### src/rtl/alu_pkg.sv
// Shared constants for the operand-entry path: FSM encodings and default timings.
package alu_pkg;

    localparam logic [1:0] ST_IDLE      = 2'd0;
    localparam logic [1:0] ST_WAIT_HOLD = 2'd1;
    localparam logic [1:0] ST_REPEAT    = 2'd2;

    localparam int HOLD_MS_DEF   = 500;
    localparam int REPEAT_MS_DEF = 100;

    // Width of a counter that must hold 0 .. max(hold, repeat)-1, never narrower than 1 bit.
    function automatic int ms_cnt_width(input int hold_ms, input int repeat_ms);
        int max_ms;
        max_ms = (hold_ms > repeat_ms) ? hold_ms : repeat_ms;
        return (max_ms > 1) ? $clog2(max_ms) : 1;
    endfunction

endpackage

### src/rtl/pb_sync2.sv
// Two-flop synchronizer bringing a single asynchronous level into the clk domain.
module pb_sync2 (
    input  logic clk,
    input  logic rst,
    input  logic d,
    output logic q
);

    logic s1;

    always_ff @(posedge clk) begin
        if (rst) begin
            s1 <= 1'b0;
            q  <= 1'b0;
        end else begin
            // NOTE: non-blocking assignments make the two flops a true shift chain;
            // blocking here would collapse them into one stage.
            s1 <= d;
            q  <= s1;
        end
    end

endmodule

### src/rtl/pb_autorepeat.sv
// Push-button press/auto-repeat pulse generator driving a wrapping operand counter.
module pb_autorepeat
    import alu_pkg::*;
#(
    parameter int HOLD_MS   = HOLD_MS_DEF,
    parameter int REPEAT_MS = REPEAT_MS_DEF,
    parameter int CNT_W     = 4
) (
    input  logic             clk,
    input  logic             rst,
    input  logic             pb_level,
    input  logic             tick_ms,
    input  logic             clr,
    output logic             press_pulse,
    output logic             repeat_active,
    output logic [CNT_W-1:0] value
);

    localparam int MS_W = ms_cnt_width(HOLD_MS, REPEAT_MS);
    localparam logic [MS_W-1:0] HOLD_LAST   = MS_W'(HOLD_MS - 1);
    localparam logic [MS_W-1:0] REPEAT_LAST = MS_W'(REPEAT_MS - 1);

    logic            s2;
    logic            s3;
    logic            rise;
    logic            held;
    logic [1:0]      state;
    logic [MS_W-1:0] ms_cnt;

    pb_sync2 u_sync (
        .clk (clk),
        .rst (rst),
        .d   (pb_level),
        .q   (s2)
    );

    assign rise = s2 & ~s3;
    assign held = s2;

    always_ff @(posedge clk) begin
        if (rst) begin
            s3            <= 1'b0;
            state         <= ST_IDLE;
            ms_cnt        <= '0;
            press_pulse   <= 1'b0;
            repeat_active <= 1'b0;
        end else begin
            s3 <= s2;
            // NOTE: defaulting the pulse low every cycle is what keeps it one cycle wide;
            // the branches below only ever raise it.
            press_pulse <= 1'b0;

            case (state)
                ST_IDLE: begin
                    if (rise) begin
                        press_pulse <= 1'b1;
                        ms_cnt      <= '0;
                        state       <= ST_WAIT_HOLD;
                    end
                end

                ST_WAIT_HOLD: begin
                    if (!held) begin
                        ms_cnt <= '0;
                        state  <= ST_IDLE;
                    end else if (tick_ms) begin
                        if (ms_cnt == HOLD_LAST) begin
                            press_pulse   <= 1'b1;
                            ms_cnt        <= '0;
                            repeat_active <= 1'b1;
                            state         <= ST_REPEAT;
                        end else begin
                            ms_cnt <= ms_cnt + 1'b1;
                        end
                    end
                end

                // Release is tested before the tick so a coincident terminal tick is dropped.
                ST_REPEAT: begin
                    if (!held) begin
                        ms_cnt        <= '0;
                        repeat_active <= 1'b0;
                        state         <= ST_IDLE;
                    end else if (tick_ms) begin
                        if (ms_cnt == REPEAT_LAST) begin
                            press_pulse <= 1'b1;
                            ms_cnt      <= '0;
                        end else begin
                            ms_cnt <= ms_cnt + 1'b1;
                        end
                    end
                end

                default: begin
                    ms_cnt        <= '0;
                    repeat_active <= 1'b0;
                    state         <= ST_IDLE;
                end
            endcase
        end
    end

    always_ff @(posedge clk) begin
        if (rst || clr) begin
            value <= '0;
        end else if (press_pulse) begin
            value <= value + 1'b1;
        end
    end

endmodule

### config.mk
export PLATFORM = sky130hd
export DESIGN_NAME = pb_autorepeat
export DESIGN_NICKNAME = d
export VERILOG_FILES = /design/src/rtl/alu_pkg.sv /design/src/rtl/pb_sync2.sv /design/src/rtl/pb_autorepeat.sv
export SDC_FILE = /design/constraint.sdc
export NUM_CORES = 1
export LEC_CHECK = 0
export CAP_MARGIN = 20
export CORE_ASPECT_RATIO = 0.9
export CORE_UTILIZATION = 55
export DETAILED_ROUTE_END_ITERATION = 12
export PLACE_DENSITY = 0.77
export SLEW_MARGIN = 20
export SYNTH_ARGS = -nofsm -noshare
export SYNTH_HDL_FRONTEND = slang
export SYNTH_SLANG_ARGS = --single-unit
### constraint.sdc
create_clock -name clk -period 5.3 [get_ports clk]
set_input_delay 0.53 -clock clk [delete_from_list [all_inputs] [get_ports clk]]
set_output_delay 0.53 -clock clk [all_outputs]
set_load 0.05 [all_outputs]
[Word level (Yosys, flattened, before mapping)]
Cells that the tools add are included.
Storage, ports and cells
  register bits: 20
  output and inout port bits: 6
  input bits: 5
Operators by class
  multiplexer cells: 27
  reductions and logical operators: 5
  $add $sub $neg: 2
  bitwise operators: 3
  eq/ne operators: 12
Operators by type and width (number)
  2-to-1 mux 9 bit: 7
  case mux 9 bit (3 select lines): 1
  2-to-1 mux 1 bit: 11
  2-to-1 mux 2 bit: 5
  adder 9 x 1 -> 9 bit, second input constant: 1
  equality test 9 x 7 -> 1 bit, second input constant: 1
  equality test 9 bit, second input constant: 1
  inequality test 3 bit, second input constant: 3
  inequality test 2 bit, second input constant: 4
  case mux 1 bit (3 select lines): 2
  case mux 2 bit (3 select lines): 1
  AND reduction 5 bit: 1
  adder 4 x 1 -> 4 bit, second input constant: 1
  AND reduction 4 bit: 1
  AND reduction 3 bit: 1
  equality test 2 x 1 -> 1 bit, second input constant: 1
  equality test 2 bit, second input constant: 1
  zero test 2 bit: 1
  inequality test 2 x 1 -> 1 bit, second input constant: 1
  NOT 1 bit: 2
  AND 1 bit: 1
  logical OR 1 bit: 1

[Depth between registers and ports, before layout]
  depth after elaboration: 5
  gate-level depth with buffers: 7

[Cells and area by module]
A second synthesis with hierarchy kept.
Unflattened totals
  cell total of the unflattened synthesis: 130
  area, all modules: 1124.8 sq um
By module, submodules not included
  pb_autorepeat: cells an instance 126, sequential area each 360.3 sq um, instances 1, area each 1072.3 sq um
  pb_sync2: cells an instance 4, sequential area each 40.0 sq um, instances 1, area each 52.6 sq um

[Worst setup path before layout]
No wires, ideal clock.
  kind: flip-flop to flip-flop
  from: reg state[0]
  to: reg ms_cnt[5]
  arrival: 1942 ps
  path slack: 3263 ps
  path buffers: 1
  period minus slack after synthesis: 2037 ps
  library setup time: 95 ps
  cell stages (with the launch flop): 8
  cell sequence: dfxtp_1 > inv_1 > ha_1 > or2_1 > a22o_1 > buf_6 > or4_1 > a221oi_1
Between the ends
  cells in the longest elaborated chain, start to end: 3
  elaborated cells on any way between the ends: 8
  those cells by class: 5 x eq/ne; 1 x mux; 2 x reduce/logical
Ends and longest elaborated chain
  from (decl): RTL line pb_autorepeat.sv:27  | logic [1:0] state;
  from (signal assigned): RTL line pb_autorepeat.sv:43  | state <= ST_IDLE;
  from (signal assigned): RTL line pb_autorepeat.sv:58  | state <= ST_WAIT_HOLD;
  from (signal assigned): RTL line pb_autorepeat.sv:65  | state <= ST_IDLE;
  equality test 2 bit (tied with other cells): RTL line pb_autorepeat.sv:53  | case (state)
  inequality test 3 bit (no source line) or inequality test 2 bit (tied branches)
  AND reduction 3 bit (no source line)
  to (signal assigned): RTL line pb_autorepeat.sv:73  | ms_cnt <= ms_cnt + 1'b1;
  to (signal assigned): RTL line pb_autorepeat.sv:89  | ms_cnt <= ms_cnt + 1'b1;
  to (decl): RTL line pb_autorepeat.sv:28  | logic [MS_W-1:0] ms_cnt;
Parallel ways exist; a longest one is shown, timed or not.
A chain may end at the register's enable or synchronous reset.

[Worst setup path in the final report]
Same ends and word-level chain as after synthesis.

==> metrics.yaml <==
antenna_left: 0
die_h_um: 45.5
synth_cell_types: 40
yosysSeqAreaShare_pct: 34.7
die-area_um2: 2290
synthToLayoutAreaGrowth_pct: 13.0
drt-wirelength-per-cell_um: 14.9
drcViolationCount: 0
cts_hold_buf: 0
clock_latency_ps: 320
synth_edf_count: 0
drv_slew: 0
power.density_nw_per_um2: 233
yosys_register_bits: 20
hpwl_um: 1700
grt_setup_unrepaired: "no"
path_cells: "inv_1 -> ha_1 -> or2_1 -> a22o_1 -> or4_1 -> a221oi_1"
max-clock-path-buffers: 2
tns_ps: 0
initial_core_util_pct: 59.2
r2r-start: "state[0]$_SDFFE_PP0P_"
cts_resized: 0
final_layout_size_suffix_gt1_share_pct: 4.93
cts_tree: "built"
endpoint_kind: "register"
timing.final.crit_share_pct: 43.6
ios: 11
synthCells: 134
synthArstFlopShare_pct: 0
num_vias: 1058
antenna_found_initial: 0
ys_warn_count: 0
worst_ir_drop_vdd_v: 0.000229
core_region_area_um2: 1950
critical_path_required_ps: 5520
dp_worst_setup_slack_ps: 2890
cts_setup_buffers: 0
syn-cell-area_um2: 1150
clock_sinks: 20
clkTransAtPathRegs_ps: 130
cpPeakStageDelay_ps: 530
grt.total_usage_pct: 24.4
max_cap_viol_count: 0
cts_buffers: 3
setup_slack_ps: 2990
vias_per_cell: 6.34
power_leakage_nw: 0.452
drtIter0Drc: 44
place.port_buffers: 10
fp.dieW_um: 50.3
root_buffer: "clkbuf_4"
status: "complete, no violations"
hp-class: "register to register"
min_from: "u_sync.s1$_SDFF_PP0_"
critPathSlowestCell: "or4_1"
h-tree-depth: 1
gp_congestion: 0.880
hold_viol_final: 0
grt_pass1_wl_um: 4150
rows: 15
cp_data_arrival_time_ps: 2530
worst_setup_path_start_kind: "register"
synth_ff_type: "dfxtp_1"
overflow: 0
fin_nets: 155
path_max_fanout: 10
setup_viol: 0
startpoint: "state[0]$_SDFFE_PP0P_"
synth_nets: 146
slew_headroom_pct: 44.6
grt_max_degree: 23
synth.avg_cell_area_um2: 8.62
first_global_vias: 905
fmaxAchievable_mhz: 433
fin_crit_ps: 2310
firstDrtPassIters: 4
num_antenna_cells: 0
tightest_slew_ps: 831
fin_skew_ps: 15.4
setup.worst_path.class: "register to register"
routed_wirelength_um: 2500
cell usage after synthesis, types with 5 or more instances:
library cell   n  area share [%]
a21oi_1        7             3.0
nand3_1        5             2.2
ha_1           7             7.6
inv_1          6             2.0
a31oi_1        5             2.7
nand2_1        9             2.9
nor2b_1        5             2.7
o211ai_1       5             3.3
nor2_1         9             2.9
dfxtp_1       20              35
critical path: cells and delay by family, from the launching register on:
family | cells | cell delay [ps]
fa+ha+maj | 1 | 280
flops | 1 | 410
compound gates | 2 | 650
simple gates | 2 | 790
buf+inv | 1 | 80
power breakdown:
group | switching [W] | internal (W) | leakage (nW)
registers | 0.00000193 | 0.000152 | 0.162
clock network | 0.0000524 | 0.0000765 | 0.0279
logic | 0.0000131 | 0.00000806 | 0.263
total | 0.0000674 | 0.000237 | 0.452
final timing paths:
check	end	slack, ps	depth (start not counted)
max reg2reg	ms_cnt[5]$_SDFFE_PP0P_	2990	6
max	ms_cnt[5]$_SDFFE_PP0P_	2990	6
min	u_sync.q$_SDFF_PP0_	460	1
min reg2reg	u_sync.q$_SDFF_PP0_	460	1
layout make-up:
class	instances	area [µm²]
clock buffers	3	22.5
clock inverters	1	30.0
fillers	176	647
inverters	6	22.5
multi-input cells	102	698
flip-flops and latches	20	400
well taps	25	31.3
repair buffers	10	100
cell usage in the layout, fill, tap and decap left out, types with 3 or more instances in the layout:
master / count
ha_1: 7
dfxtp_1: 20
nor2b_1: 5
clkbuf_4: 3
nand2b_1: 4
o2111ai_1: 4
a31oi_1: 5
o211ai_1: 5
nor3_1: 4
and3_1: 3
nand4_1: 4
nand2_1: 9
nor2_1: 9
inv_1: 6
nand3_1: 5
or4_1: 4
a21oi_1: 7
clkdlybuf4s50_1: 10
o31ai_1: 4
state kept, by name (all words and copies together) (netlist names):
| signal | flops |
|---|---|
| repeat_active | 1 |
| u_sync.s1 | 1 |
| value | 4 |
| u_sync.q | 1 |
| s3 | 1 |
| press_pulse | 1 |
| state | 2 |
| ms_cnt | 9 |
cells by family after synthesis:
| kind of cell | count (synthesis) | share of synthesized area, % |
|---|---|---|
| simple gates | 53 | 25.4 |
| compound gates | 38 | 24.4 |
| flops | 20 | 34.7 |
| buf+inv | 12 | 4.87 |
| fa+ha+maj | 7 | 7.58 |
| xor+xnor | 3 | 2.28 |
| mux | 1 | 0.867 |
per-stage QoR:
stage | std cells | power [W] | utilization [%] | hold slack [ps] | instance area [µm²]
CTS | 167 | 0.000306 | 66.9 | 460 | 1310
finish | 167 | 0.000304 | 66.9 | 460 | 1310
global placement | 163 | 0.000178 | 64.2 | 419 | 1250
detailed placement | 163 | 0.000178 | 64.2 | 431 | 1250
global route | 167 | 0.000313 | 66.9 | 501 | 1310
floorplan | 134 | 0.000172 | - | 414 | 1150
routing by layer:
metal / up-vias / GRT usage (%) / share of wire (%)
met3: 5 / 6.33 / 5.1
met5: - / 0 / 0
met2: 35 / 42.1 / 46
li1: 522 / - / -
met1: 496 / 30.1 / 48
met4: 0 / 7.78 / 1.2
(Power assumes the default switching activity.)
